--- config.mk ---
export PLATFORM = sky130hd
export DESIGN_NAME = compressed_fetch_queue_flat
export DESIGN_NICKNAME = d
export VERILOG_FILES = /design/src/rtl/compressed_fetch_queue_if.sv /design/src/rtl/compressed_fetch_queue.sv /design/src/flat_wrapper.sv
export SDC_FILE = /design/constraint.sdc
export NUM_CORES = 1
export LEC_CHECK = 0
export BUFFER_PORTS_ARGS = -buffer_cell sky130_fd_sc_hd__buf_2
export CAP_MARGIN = 30
export CORE_ASPECT_RATIO = 0.7
export CORE_MARGIN = 2
export CORE_UTILIZATION = 48
export CTS_BUF_LIST = sky130_fd_sc_hd__clkbuf_16
export DETAILED_ROUTE_END_ITERATION = 6
export HOLD_SLACK_MARGIN = 0.12
export PLACE_DENSITY = 0.68
export SETUP_SLACK_MARGIN = 0.05
export SLEW_MARGIN = 20
export SYNTH_ARGS = -nofsm -noshare
export SYNTH_HDL_FRONTEND = slang
export SYNTH_SLANG_ARGS = --single-unit
export TNS_END_PERCENT = 50
--- constraint.sdc ---
create_clock -name clk -period 3.6 [get_ports clk]
set_clock_uncertainty 0.2 [all_clocks]
set_input_delay 0.36 -clock clk [delete_from_list [all_inputs] [get_ports clk]]
set_output_delay 0.36 -clock clk [all_outputs]
set_load 0.01 [all_outputs]
--- src/rtl/compressed_fetch_queue_if.sv ---
// Bus bundle for compressed_fetch_queue: memory fetch port and decompressor output port.
// master = the fetch queue, slave = memory/decompressor side.
interface compressed_fetch_queue_if #(
  parameter int WIDTH = 32
);
  logic             mem_req;
  logic [WIDTH-1:0] mem_addr;
  logic             mem_gnt;
  logic             mem_rvalid;
  logic [WIDTH-1:0] mem_rdata;
  logic             out_valid;
  logic [WIDTH-1:0] out_instr;
  logic [WIDTH-1:0] out_pc;
  logic             out_ready;

  modport master (
    output mem_req, mem_addr, out_valid, out_instr, out_pc,
    input  mem_gnt, mem_rvalid, mem_rdata, out_ready
  );

  modport slave (
    input  mem_req, mem_addr, out_valid, out_instr, out_pc,
    output mem_gnt, mem_rvalid, mem_rdata, out_ready
  );
endinterface

--- src/rtl/compressed_fetch_queue.sv ---
// Credit-based instruction prefetch queue with redirect flush and stale-response discard.
// Optional same-cycle response bypass to the output is enabled by defining FETCHQ_BYPASS_EN.
module compressed_fetch_queue #(
  parameter int               WIDTH    = 32,
  parameter int               DEPTH    = 4,
  parameter logic [WIDTH-1:0] PCADD    = WIDTH'(32'b100),
  parameter logic [WIDTH-1:0] RESET_PC = '0
) (
  input  logic                   clk,
  input  logic                   reset,
  input  logic                   redirect,
  input  logic [WIDTH-1:0]       redirect_pc,
  compressed_fetch_queue_if.master bus
);
  localparam int AW = $clog2(DEPTH);
  localparam int CW = AW + 1;

  logic [WIDTH-1:0] fetch_pc;
  logic [WIDTH-1:0] resp_pc;
  logic [WIDTH-1:0] fifo_pc   [DEPTH];
  logic [WIDTH-1:0] fifo_word [DEPTH];
  logic [AW-1:0]    head;
  logic [AW-1:0]    tail;
  logic [CW-1:0]    count;
  logic [CW-1:0]    outstanding;
  logic [CW-1:0]    discard;
  logic [CW-1:0]    outstanding_next;
  logic [CW:0]      credits_used;
  logic             grant;
  logic             rsp;
  logic             keep;
  logic             bypass;
  logic             push;
  logic             pop;

  // Every issued request reserves a FIFO slot, so a response can never overflow the queue.
  assign credits_used     = {1'b0, count} + {1'b0, outstanding};
  assign bus.mem_req      = (credits_used < (CW+1)'(DEPTH)) && !redirect;
  assign bus.mem_addr     = fetch_pc;
  assign grant            = bus.mem_req && bus.mem_gnt;
  assign rsp              = bus.mem_rvalid && (outstanding != '0);
  assign keep             = rsp && (discard == '0) && !redirect;
  assign outstanding_next = outstanding + CW'(grant) - CW'(rsp);

`ifdef FETCHQ_BYPASS_EN
  assign bypass = keep && (count == '0);
`else
  assign bypass = 1'b0;
`endif

  assign push = keep && !(bypass && bus.out_ready);
  assign pop  = (count != '0) && bus.out_ready && !redirect;

  always_comb begin
    bus.out_valid = 1'b0;
    bus.out_instr = '0;
    bus.out_pc    = '0;
    if (count != '0) begin
      bus.out_valid = 1'b1;
      bus.out_instr = fifo_word[head];
      bus.out_pc    = fifo_pc[head];
    end else if (bypass) begin
      bus.out_valid = 1'b1;
      bus.out_instr = bus.mem_rdata;
      bus.out_pc    = resp_pc;
    end
  end

  // A redirect keeps every request still in flight as a discard credit so stale words are dropped.
  always_ff @(posedge clk) begin
    if (!reset) begin
      fetch_pc    <= RESET_PC;
      resp_pc     <= RESET_PC;
      head        <= '0;
      tail        <= '0;
      count       <= '0;
      outstanding <= '0;
      discard     <= '0;
    end else begin
      outstanding <= outstanding_next;
      if (redirect) begin
        fetch_pc <= redirect_pc;
        resp_pc  <= redirect_pc;
        head     <= '0;
        tail     <= '0;
        count    <= '0;
        discard  <= outstanding_next;
      end else begin
        if (grant)
          fetch_pc <= fetch_pc + PCADD;
        if (keep)
          resp_pc <= resp_pc + PCADD;
        if (rsp && (discard != '0))
          discard <= discard - CW'(1);
        if (push)
          tail <= tail + AW'(1);
        if (pop)
          head <= head + AW'(1);
        count <= count + CW'(push) - CW'(pop);
      end
    end
  end

  always_ff @(posedge clk) begin
    if (push) begin
      fifo_pc[tail]   <= resp_pc;
      fifo_word[tail] <= bus.mem_rdata;
    end
  end
endmodule

--- src/flat_wrapper.sv ---
// flat-port wrapper written by rule: the top's interface ports become plain ports
module compressed_fetch_queue_flat 
#(
  parameter int               WIDTH    = 32,
  parameter int               DEPTH    = 4,
  parameter logic [WIDTH-1:0] PCADD    = WIDTH'(32'b100),
  parameter logic [WIDTH-1:0] RESET_PC = '0
)
  (clk, reset, redirect, redirect_pc, bus_mem_req, bus_mem_addr, bus_out_valid, bus_out_instr, bus_out_pc, bus_mem_gnt, bus_mem_rvalid, bus_mem_rdata, bus_out_ready);
  compressed_fetch_queue_if #(.WIDTH(WIDTH)) bus_i ();
  input  logic clk;
  input  logic reset;
  input  logic redirect;
  input  logic [WIDTH-1:0] redirect_pc;
  output wire logic [$bits(bus_i.mem_req)-1:0] bus_mem_req;
  output wire logic [$bits(bus_i.mem_addr)-1:0] bus_mem_addr;
  output wire logic [$bits(bus_i.out_valid)-1:0] bus_out_valid;
  output wire logic [$bits(bus_i.out_instr)-1:0] bus_out_instr;
  output wire logic [$bits(bus_i.out_pc)-1:0] bus_out_pc;
  input wire logic [$bits(bus_i.mem_gnt)-1:0] bus_mem_gnt;
  input wire logic [$bits(bus_i.mem_rvalid)-1:0] bus_mem_rvalid;
  input wire logic [$bits(bus_i.mem_rdata)-1:0] bus_mem_rdata;
  input wire logic [$bits(bus_i.out_ready)-1:0] bus_out_ready;
  assign bus_mem_req = bus_i.mem_req;
  assign bus_mem_addr = bus_i.mem_addr;
  assign bus_out_valid = bus_i.out_valid;
  assign bus_out_instr = bus_i.out_instr;
  assign bus_out_pc = bus_i.out_pc;
  assign bus_i.mem_gnt = bus_mem_gnt;
  assign bus_i.mem_rvalid = bus_mem_rvalid;
  assign bus_i.mem_rdata = bus_mem_rdata;
  assign bus_i.out_ready = bus_out_ready;
  compressed_fetch_queue #(.WIDTH(WIDTH), .DEPTH(DEPTH), .PCADD(PCADD), .RESET_PC(RESET_PC)) u_core (.clk(clk), .reset(reset), .redirect(redirect), .redirect_pc(redirect_pc), .bus(bus_i));
endmodule
==> results of run 1 <==
metrics by stage:
stage	area [um^2]	hold WS, ns	power [mW]
floorplan	14000	0.259	5.13
global placement	15400	0.245	5.47
detailed placement	15400	0.254	5.49
CTS	17000	0.126	8.85
global route	17000	0.161	9.13
finish	17000	0.177	8.79
flip-flops by register name (all words and copies together), names as in the netlist, named ones only:
signal,cells
u_core.bus.mem_addr,32
u_core.count,3
u_core.discard,3
u_core.fifo_pc,128
u_core.fifo_word,128
u_core.head,2
u_core.outstanding,3
u_core.resp_pc,32
u_core.tail,2
worst register-to-register path, delay by kind of cell, from the launching register on:
| kind | cells | cell delay (ns) |
|---|---|---|
| AO/OA/AOI/OAI | 1 | 0.15 |
| XOR/XNOR | 2 | 0.34 |
| adder cells (fa/ha/maj) | 3 | 0.83 |
| buffers and inverters | 1 | 0.05 |
| flip-flops | 1 | 0.41 |
| AND/OR/NAND/NOR | 4 | 0.87 |
repair_timing:
action | in CTS | in global routing
hold buffers | 62 | 0
endpoints found under the hold margin | 187 | 0
setup endpoints to repair | 0 | 0
area by class of cell:
| class | count | area [um^2] |
|---|---|---|
| fill | 2204 | 11800 |
| sequential | 335 | 9270 |
| multi-input combinational | 506 | 4470 |
| timing repair buffer | 247 | 1680 |
| clock buffer | 37 | 926 |
| tap | 378 | 473 |
| clock inverter | 24 | 134 |
| inverter | 22 | 82.6 |
| antenna | 1 | 2.50 |
logic make-up (layout without fill, tap and decap cells):
group | after synthesis | after routing
flops | 335 | 335
simple gates | 257 | 257
compound gates | 108 | 108
mux | 66 | 66
buf+inv | 66 | 330
xor+xnor | 59 | 59
fa+ha+maj | 16 | 16
other cells | 0 | 1
metal layers:
metal	vias up	track usage
li1	3984	-
met1	4349	0.328
met2	368	0.320
met3	42	0.0428
met4	0	0.0572
met5	-	0
power by group through the flow:
stage	Combinational (mW)	Clock [mW]	Sequential, mW
floorplan	0.569	0	4.56
global placement	0.882	0	4.59
detailed placement	0.889	0	4.60
CTS	0.949	3.39	4.52
global route	1.04	3.55	4.54
finish	0.945	3.32	4.52
placed cells by master (no fill, tap or decap), types with 14 or more instances in the layout:
cell type and count:
nor3_1 14, edfxtp_1 256, o21ai_0 32, a21oi_1 44
nand3_1 27, dfxtp_1 77, nand4_1 20, clkbuf_16 37
mux4_2 64, nand2_1 41, nor2_1 22, and2_1 70
xnor2_1 43, buf_2 167, inv_1 27, ha_1 14
dlygate4sd3_1 62, xor2_1 16
worst paths after layout:
path                            endpoint  cells after the start
setup / recovery           bus_out_pc[3]                      4
hold / removal    u_core.bus.mem_addr[3]                      3
setup reg to reg       u_core.discard[2]                     11
hold reg to reg   u_core.bus.mem_addr[1]                      2
==> results.py, run 1 <==
metrics = {
    "synth": {
        "synth-xor-area-share": 0.0369,
        "synth_top_area_frac": 0.549,
        "yosysSeqAreaShare": 0.662,
        "synth_edf_count": 256,
        "ys_types": 60,
        "ys_async_sr_fraction": 0,
        "ys_seq_elements": 335,
        "synth_top_family_by_area": "simple AND/OR/NAND/NOR gates",
        "synth_flop_cell": "edfxtp_1",
        "syn-cell-area_um2": 14000,
        "syn_area_per_cell_um2": 15.4,
        "synth_cells": 907,
        "synth_compound_area_frac": 0.0441,
        "synth_commonest_cells": "edfxtp_1, dfxtp_1, and2_1",
        "synthMuxAreaShare": 0.104,
        "synth.net_count": 993,
        "synth_simple_gate_area_frac": 0.118,
        "yosysMostFrequentCell": "edfxtp_1",
        "yosysWarningCount": 0,
        "synthAdderAreaFrac": 0.0154,
        "synthTopCellsByArea": "edfxtp_1, dfxtp_1, mux4_2",
        "yosysTopAreaCell": "edfxtp_1",
    },
    "floorplan": {
        "initial_core_util": 0.486,
        "die_w_um": 208,
        "core.rowCount": 52,
        "core_um2": 28800,
        "boundaryPins": 168,
        "die_area_um2": 30600,
        "die_h_um": 147,
    },
    "route": {
        "viasPerCell": 5.64,
        "wl_per_cell_um": 21.0,
        "route.met3.wl_mm": 2.62,
        "vias": 8743,
        "drt-pass1-iter-count": 5,
        "drtIter0Drc": 752,
        "dr_wl_met2_mm": 14.6,
        "wl_met1_mm": 14.8,
        "drcViolationCount": 0,
        "routed_wl_mm": 32.6,
        "ant_nets": 0,
        "routed.top_layer": "met4",
    },
    "final_layout": {
        "layoutNonFillerInstCount": 1550,
        "fin_util": 0.591,
        "syn_to_final_growth_pct": 21.6,
        "drive_gt1_frac": 0.279,
        "finalNetCount": 1232,
    },
    "setup_path": {
        "worst-setup-path-type": "register to output port",
        "r2r_start": "u_core.outstanding[2]",
        "path_buf_inv": 2,
        "crit_arrival_ns": 2.42,
        "slowest_stage": "dfxtp_4",
        "cp_max_fo": 36,
        "slowest_delay_ns": 0.63,
        "critPathLaunchType": "register",
        "cp-end-kind": "output port",
        "crit_chain": "buf_12, mux4_2, and2_1, buf_2",
        "rrSetupSlack_ns": 0.63,
        "critPathRequiredTime_ns": 3.04,
        "critPathTopFamily": "flip-flops",
    },
    "cts": {
        "cts_resized": 0,
        "post_cts_buffers": 0,
        "cts_tree": "built",
        "cts-root-buf": "clkbuf_16",
        "htree_levels": 2,
        "cts_sinks": 335,
        "clkTransAtPathRegs_ns": 0.06,
        "cts_buffers": 34,
        "clk_path_buf_depth": 3,
        "clk_latency_ns": 0.50,
    },
    "global_route": {
        "gr-total-overflow": 0,
        "grt_max_degree": 78,
        "grtUsageTotal": 0.216,
        "grt_pass1_wl_mm": 50.7,
        "grt_pass1_vias": 8716,
        "grt_antenna_before_repair": 1,
    },
    "power": {
        "seq_power_share": 0.514,
        "p_switching_mw": 2.09,
        "switching_share": 0.238,
        "p_leak_nw": 6.03,
        "power_density_nw_per_um2": 516,
        "comb_power_share": 0.108,
        "ir_drop_mv": 0.328,
        "clkPwrFrac": 0.378,
        "p_int_mw": 6.69,
    },
    "outcome": {
        "status": "finished clean",
    },
    "place": {
        "finalWeightedCongestion": 0.821,
        "pre_cts_slack_ns": 0.664,
        "hpwlAfterDp_mm": 21.0,
        "placed_cells": 1426,
        "numPortBuffers": 167,
    },
    "timing": {
        "finalSetupViolCount": 0,
        "final_max_slew_viol_count": 0,
        "worst_slew_pin_slew_ns": 0.835,
        "rsz0062_at_grt": "false",
        "hold_violations": 0,
        "finalCritPeriodShare": 0.829,
        "period_needed_ns": 2.98,
        "relSlewSlack": 0.438,
        "fin_ws_ns": 0.615,
        "timing.setup.tns_ns": 0,
        "max_freq_mhz": 335,
    },
    "hold_path": {
        "hp-start": "redirect_pc[3]",
        "timing.hold.worst.class": "input pin to register",
    },
    "flow_run": {
        "maxCapViolCount": 0,
    },
}
Note: power is estimated with default switching activity, not from simulation.
==> run 2, diff against run 1 <==
--- a/config.mk
+++ b/config.mk
@@ -13,7 +13,7 @@
 export CTS_BUF_LIST = sky130_fd_sc_hd__clkbuf_16
 export DETAILED_ROUTE_END_ITERATION = 6
 export HOLD_SLACK_MARGIN = 0.12
-export PLACE_DENSITY = 0.68
+export PLACE_DENSITY = 0.7
 export SETUP_SLACK_MARGIN = 0.05
 export SLEW_MARGIN = 20
 export SYNTH_ARGS = -nofsm -noshare
==> constraint.sdc (replaced) <==
create_clock -name clk -period 2.6 [get_ports clk]
set_clock_uncertainty 0.2 [all_clocks]
set_input_delay 0.26 -clock clk [delete_from_list [all_inputs] [get_ports clk]]
set_output_delay 0.26 -clock clk [all_outputs]
set_load 0.01 [all_outputs]
==> results.py, run 2 (synthesis gave the netlist of run 1 again) <==
metrics = {
    "timing": {
        "fin_ws_ns": -0.00562,
        "period_needed_ns": 2.61,
        "final_max_slew_viol_count": 0,
        "finalCritPeriodShare": 1.00,
        "worst_slew_pin_slew_ns": 0.787,
        "hold_violations": 0,
        "relSlewSlack": 0.470,
        "max_freq_mhz": 384,
        "rsz0062_at_grt": "true",
        "finalSetupViolCount": 1,
    },
    "global_route": {
        "grt_antenna_before_repair": 0,
        "gr-total-overflow": 0,
        "grtUsageTotal": 0.220,
        "grt_max_degree": 82,
        "grt_pass1_vias": 9039,
        "grt_pass1_wl_mm": 51.8,
    },
    "floorplan": {
        "die_area_um2": 30600,
        "core.rowCount": 52,
        "core_um2": 28800,
        "die_h_um": 147,
        "initial_core_util": 0.486,
        "die_w_um": 208,
        "boundaryPins": 168,
    },
    "route": {
        "viasPerCell": 5.63,
        "drcViolationCount": 0,
        "vias": 9054,
        "ant_nets": 0,
        "routed_wl_mm": 34.4,
        "drt-pass1-iter-count": 6,
        "wl_per_cell_um": 21.4,
        "drtIter0Drc": 714,
    },
    "place": {
        "finalWeightedCongestion": 0.858,
        "numPortBuffers": 167,
        "hpwlAfterDp_mm": 21.9,
        "pre_cts_slack_ns": -0.0115,
    },
    "setup_path": {
        "critPathRequiredTime_ns": 2.86,
        "cp_max_fo": 3,
        "path_buf_inv": 1,
        "cp-end-kind": "register",
        "slowest_stage": "or3_2",
        "slowest_delay_ns": 0.50,
        "critPathLaunchType": "register",
        "worst-setup-path-type": "register to register",
        "crit_chain": "or3_2, and3_4, ha_1, inv_1, ha_1, fa_2, xnor2_1, xnor2_1, nor2_1",
        "critPathTopFamily": "adder cells",
        "crit_arrival_ns": 2.87,
    },
    "final_layout": {
        "finalNetCount": 1292,
        "mostFrequentLayoutCells": "edfxtp_1, buf_2, dlygate4sd3_1, dfxtp_1, mux4_2",
        "layout_commonest_cell": "edfxtp_1",
        "reg_top3": "u_core.fifo_pc: 128 flops, u_core.fifo_word: 128 flops",
        "diodes": 0,
        "syn_to_final_growth_pct": 29.6,
        "drive_gt1_frac": 0.355,
    },
    "cts": {
        "clk_latency_ns": 0.56,
        "cts_tree": "built",
        "htree_levels": 1,
        "clk_path_buf_depth": 3,
        "cts-root-buf": "clkbuf_16",
        "clkTransAtPathRegs_ns": 0.07,
        "cts_buffers": 31,
        "cts_sinks": 335,
    },
    "flow_run": {
        "maxCapViolCount": 0,
    },
    "power": {
        "p_leak_nw": 6.42,
        "ir_drop_mv": 0.571,
        "power_density_nw_per_um2": 678,
        "power_mw": 12.3,
    },
    "outcome": {
        "status": "finished, violations left",
        "violations": "setup timing",
    },
    "hold_path": {
        "timing.hold.worst.class": "input pin to register",
    },
}
-- run 2: changes by cell type in the layout (fill, tap and decap cells not counted), moves of 12 or more --
| cell | previous run | this run |
|---|---|---|
| buf_6 | 0 | 45 |
| and2_4 | 0 | 44 |
| dlygate4sd3_1 | 62 | 74 |
| buf_4 | 11 | 40 |
| and2_1 | 70 | 26 |
| buf_2 | 167 | 127 |
-- run 2: timing repair --
item / CTS / global route
pin swaps: 1 / 9
hold buffers: 74 / 0
gates resized for setup: 4 / 104
setup buffers: 1 / 7
setup endpoints to repair: 66 / 67
gates cloned: 0 / 6
endpoints found under the hold margin: 203 / 0
-- run 2: worst register-to-register path: stages, from the launching register on --
cell     delay [ns]
dfxtp_2        0.35
or3_2          0.50
and3_4         0.21
ha_1           0.27
inv_1          0.04
ha_1           0.21
fa_2           0.34
xnor2_1        0.19
xnor2_1        0.14
nor2_1         0.05
-- run 2: cell type report --
cell class / instances / area, um^2
clock buffers: 31 / 776
repair buffers: 310 / 2680
clock inverters: 26 / 189
well taps: 378 / 473
fillers: 2126 / 10700
multi-input cells: 506 / 4670
inverters: 22 / 82.6
flip-flops and latches: 335 / 9290
-- run 2: worst paths after layout --
path | from | slack (ns) | end | depth (start not counted)
worst min-delay path | bus_mem_gnt | 0.22 | u_core.outstanding[0] | 6
worst min register to register | u_core.tail[1] | 0.29 | u_core.tail[1] | 2
worst max-delay path | u_core.count[1] | -0.006 | u_core.count[2] | 9
worst max register to register | u_core.count[1] | -0.006 | u_core.count[2] | 9
-- run 2: per-layer routing --
metal  wire, um  GRT usage  up-vias
met5          0          0        -
met4        520     0.0468        0
met3       2290     0.0415       40
met2      15700      0.341      366
li1           -          -     4098
met1      15800      0.328     4550
-- run 2: through the flow --
| step | TNS (ns) | util | hold slack, ns | cells | area [um^2] |
|---|---|---|---|---|---|
| floorplan | -0.0321 | - | 0.159 | 907 | 14100 |
| global placement | 0 | 0.549 | 0.277 | 1463 | 15800 |
| detailed placement | -0.0127 | 0.549 | 0.280 | 1463 | 15800 |
| CTS | 0 | 0.609 | 0.222 | 1595 | 17500 |
| global route | -0.727 | 0.630 | 0.232 | 1608 | 18200 |
| finish | -0.00562 | 0.630 | 0.218 | 1608 | 18200 |
-- run 2: power by group --
part           internal, mW  switching [mW]
combinational         0.861           0.891
clock                  2.45            1.90
sequential             6.04           0.178
total                  9.35            2.97
==> run 3, diff against run 2 <==
--- a/config.mk
+++ b/config.mk
@@ -6,7 +6,6 @@
 export NUM_CORES = 1
 export LEC_CHECK = 0
 export BUFFER_PORTS_ARGS = -buffer_cell sky130_fd_sc_hd__buf_2
-export CAP_MARGIN = 30
 export CORE_ASPECT_RATIO = 0.7
 export CORE_MARGIN = 2
 export CORE_UTILIZATION = 48
@@ -14,6 +13,7 @@
 export DETAILED_ROUTE_END_ITERATION = 6
 export HOLD_SLACK_MARGIN = 0.12
 export PLACE_DENSITY = 0.7
+export REMOVE_ABC_BUFFERS = 1
 export SETUP_SLACK_MARGIN = 0.05
 export SLEW_MARGIN = 20
 export SYNTH_ARGS = -nofsm -noshare
==> results.py, run 3 (synthesis gave the netlist of run 1 again) <==
metrics = {
    "timing": {
        "timing.hold.ws_ns": 0.149,
        "period_needed_ns": 2.62,
        "final_max_slew_viol_count": 0,
        "worst_slew_pin_slew_ns": 0.612,
        "finalCritPeriodShare": 1.01,
        "relSlewSlack": 0.588,
        "finalSetupViolCount": 1,
        "hold_violations": 0,
        "rsz0062_at_grt": "true",
        "fin_ws_ns": -0.0195,
        "max_freq_mhz": 382,
    },
    "setup_path": {
        "critPathRequiredTime_ns": 2.81,
        "path_buf_inv": 1,
        "slowest_delay_ns": 0.40,
        "worst-setup-path-type": "register to register",
        "cp_max_fo": 4,
        "cp-end-kind": "register",
        "crit_chain": "ha_4, nor4b_4, nand2_4, nor2_4, ha_4, inv_2, fa_2, xor2_2, xnor2_1, nand2_1, o211a_1",
        "critPathTopFamily": "adder cells",
        "slowest_stage": "fa_2",
        "crit_top_cell": "ha_4",
        "critPathLaunchType": "register",
        "crit_arrival_ns": 2.83,
    },
    "global_route": {
        "gr-total-overflow": 0,
        "grt_antenna_before_repair": 0,
        "grtUsageTotal": 0.219,
        "grt_pass1_wl_mm": 51.1,
        "grt_max_degree": 66,
        "grt_pass1_vias": 8836,
    },
    "power": {
        "p_leak_nw": 6.36,
        "power_density_nw_per_um2": 710,
        "ir_drop_mv": 0.393,
    },
    "route": {
        "drcViolationCount": 0,
        "vias": 8947,
        "viasPerCell": 5.60,
        "routed_wl_mm": 33.8,
        "drt-pass1-iter-count": 5,
        "drtIter0Drc": 702,
        "ant_nets": 0,
        "wl_per_cell_um": 21.2,
    },
    "place": {
        "pre_cts_slack_ns": -0.0383,
        "finalWeightedCongestion": 0.835,
        "numPortBuffers": 167,
        "hpwlAfterDp_mm": 21.3,
    },
    "final_layout": {
        "syn_to_final_growth_pct": 27.8,
        "layout_commonest_cell": "edfxtp_1",
        "diodes": 0,
        "fin_util": 0.621,
        "drive_gt1_frac": 0.342,
        "finalNetCount": 1283,
        "reg_top3": "u_core.fifo_pc: 128 flops, u_core.fifo_word: 128 flops",
        "mostFrequentLayoutCells": "edfxtp_1, buf_2, dfxtp_1, dlygate4sd3_1, mux4_2",
    },
    "cts": {
        "clk_path_buf_depth": 3,
        "htree_levels": 2,
        "clk_latency_ns": 0.52,
        "cts_sinks": 335,
        "cts_tree": "built",
        "clkTransAtPathRegs_ns": 0.06,
        "cts-root-buf": "clkbuf_16",
        "cts_buffers": 35,
    },
    "floorplan": {
        "die_w_um": 208,
        "initial_core_util": 0.486,
        "core.rowCount": 52,
        "die_area_um2": 30600,
        "boundaryPins": 168,
        "die_h_um": 147,
        "core_um2": 28800,
    },
    "hold_path": {
        "timing.hold.worst.class": "input pin to register",
    },
    "outcome": {
        "violations": "setup timing",
        "status": "finished, violations left",
    },
    "flow_run": {
        "maxCapViolCount": 0,
    },
}
## run 3: changes by cell type in the layout (fill, tap and decap cells not counted), moves of 4 or more
cell | before | now
buf_6 | 45 | 22
buf_2 | 127 | 148
and2_4 | 44 | 24
and2_1 | 26 | 45
buf_12 | 18 | 12
dlygate4sd3_1 | 74 | 69
clkinv_1 | 12 | 8
## run 3: timing repair
item | 4_1_cts | 5_1_grt
endpoints found under the hold margin | 195 | 0
gates cloned | 2 | 2
hold buffers | 69 | 0
pin swaps | 4 | 6
resized for setup | 8 | 74
setup endpoints to repair | 67 | 68
buffers inserted | 5 | 6
## run 3: path summary, 6_finish.rpt
kind | cells past startpoint | slack (ns) | start | to
min reg2reg | 2 | 0.26 | u_core.bus.mem_addr[0] | u_core.bus.mem_addr[0]
min | 5 | 0.15 | bus_out_ready | register
max | 11 | -0.02 | u_core.outstanding[2] | u_core.discard[2]
max reg2reg | 11 | -0.02 | u_core.outstanding[2] | u_core.discard[2]
## run 3: layout make-up
type                            count  area (um^2)
Timing Repair Buffer              297         2350
Inverter                           22         82.6
Clock inverter                     26          205
Tap cell                          378          473
Fill cell                        2116        10900
Clock buffer                       35          876
Multi-Input combinational cell    506         4630
Sequential cell                   335         9290
## run 3: report_power, final
group          switching (mW)  internal (mW)
registers               0.185           6.04
clock network            2.01           2.75
logic                   0.879          0.841
## run 3: through the flow
stage / cell area [um^2] / instances / setup TNS [ns] / power, mW
after floorplan: 13800 / 863 / -272.71 / 7.07
after global placement: 15600 / 1456 / 0 / 7.70
after detailed placement: 15600 / 1456 / -0.0453 / 7.75
after CTS: 17600 / 1593 / -0.0651 / 12.6
after global routing: 17900 / 1599 / -0.186 / 13.2
final: 17900 / 1599 / -0.0195 / 12.7
## run 3: worst min-delay path: stages
cell	delay, ns
buf_2	0.12
and3_4	0.19
buf_4	0.11
xnor2_1	0.07
nor2_1	0.08
## run 3: layer usage
metal | part of all wire | GRT usage | vias to the layer above
met5 | 0 | 0 | -
li1 | - | - | 4076
met1 | 0.46 | 0.326 | 4497
met4 | 0.015 | 0.0493 | 0
met2 | 0.46 | 0.340 | 332
met3 | 0.063 | 0.0383 | 42
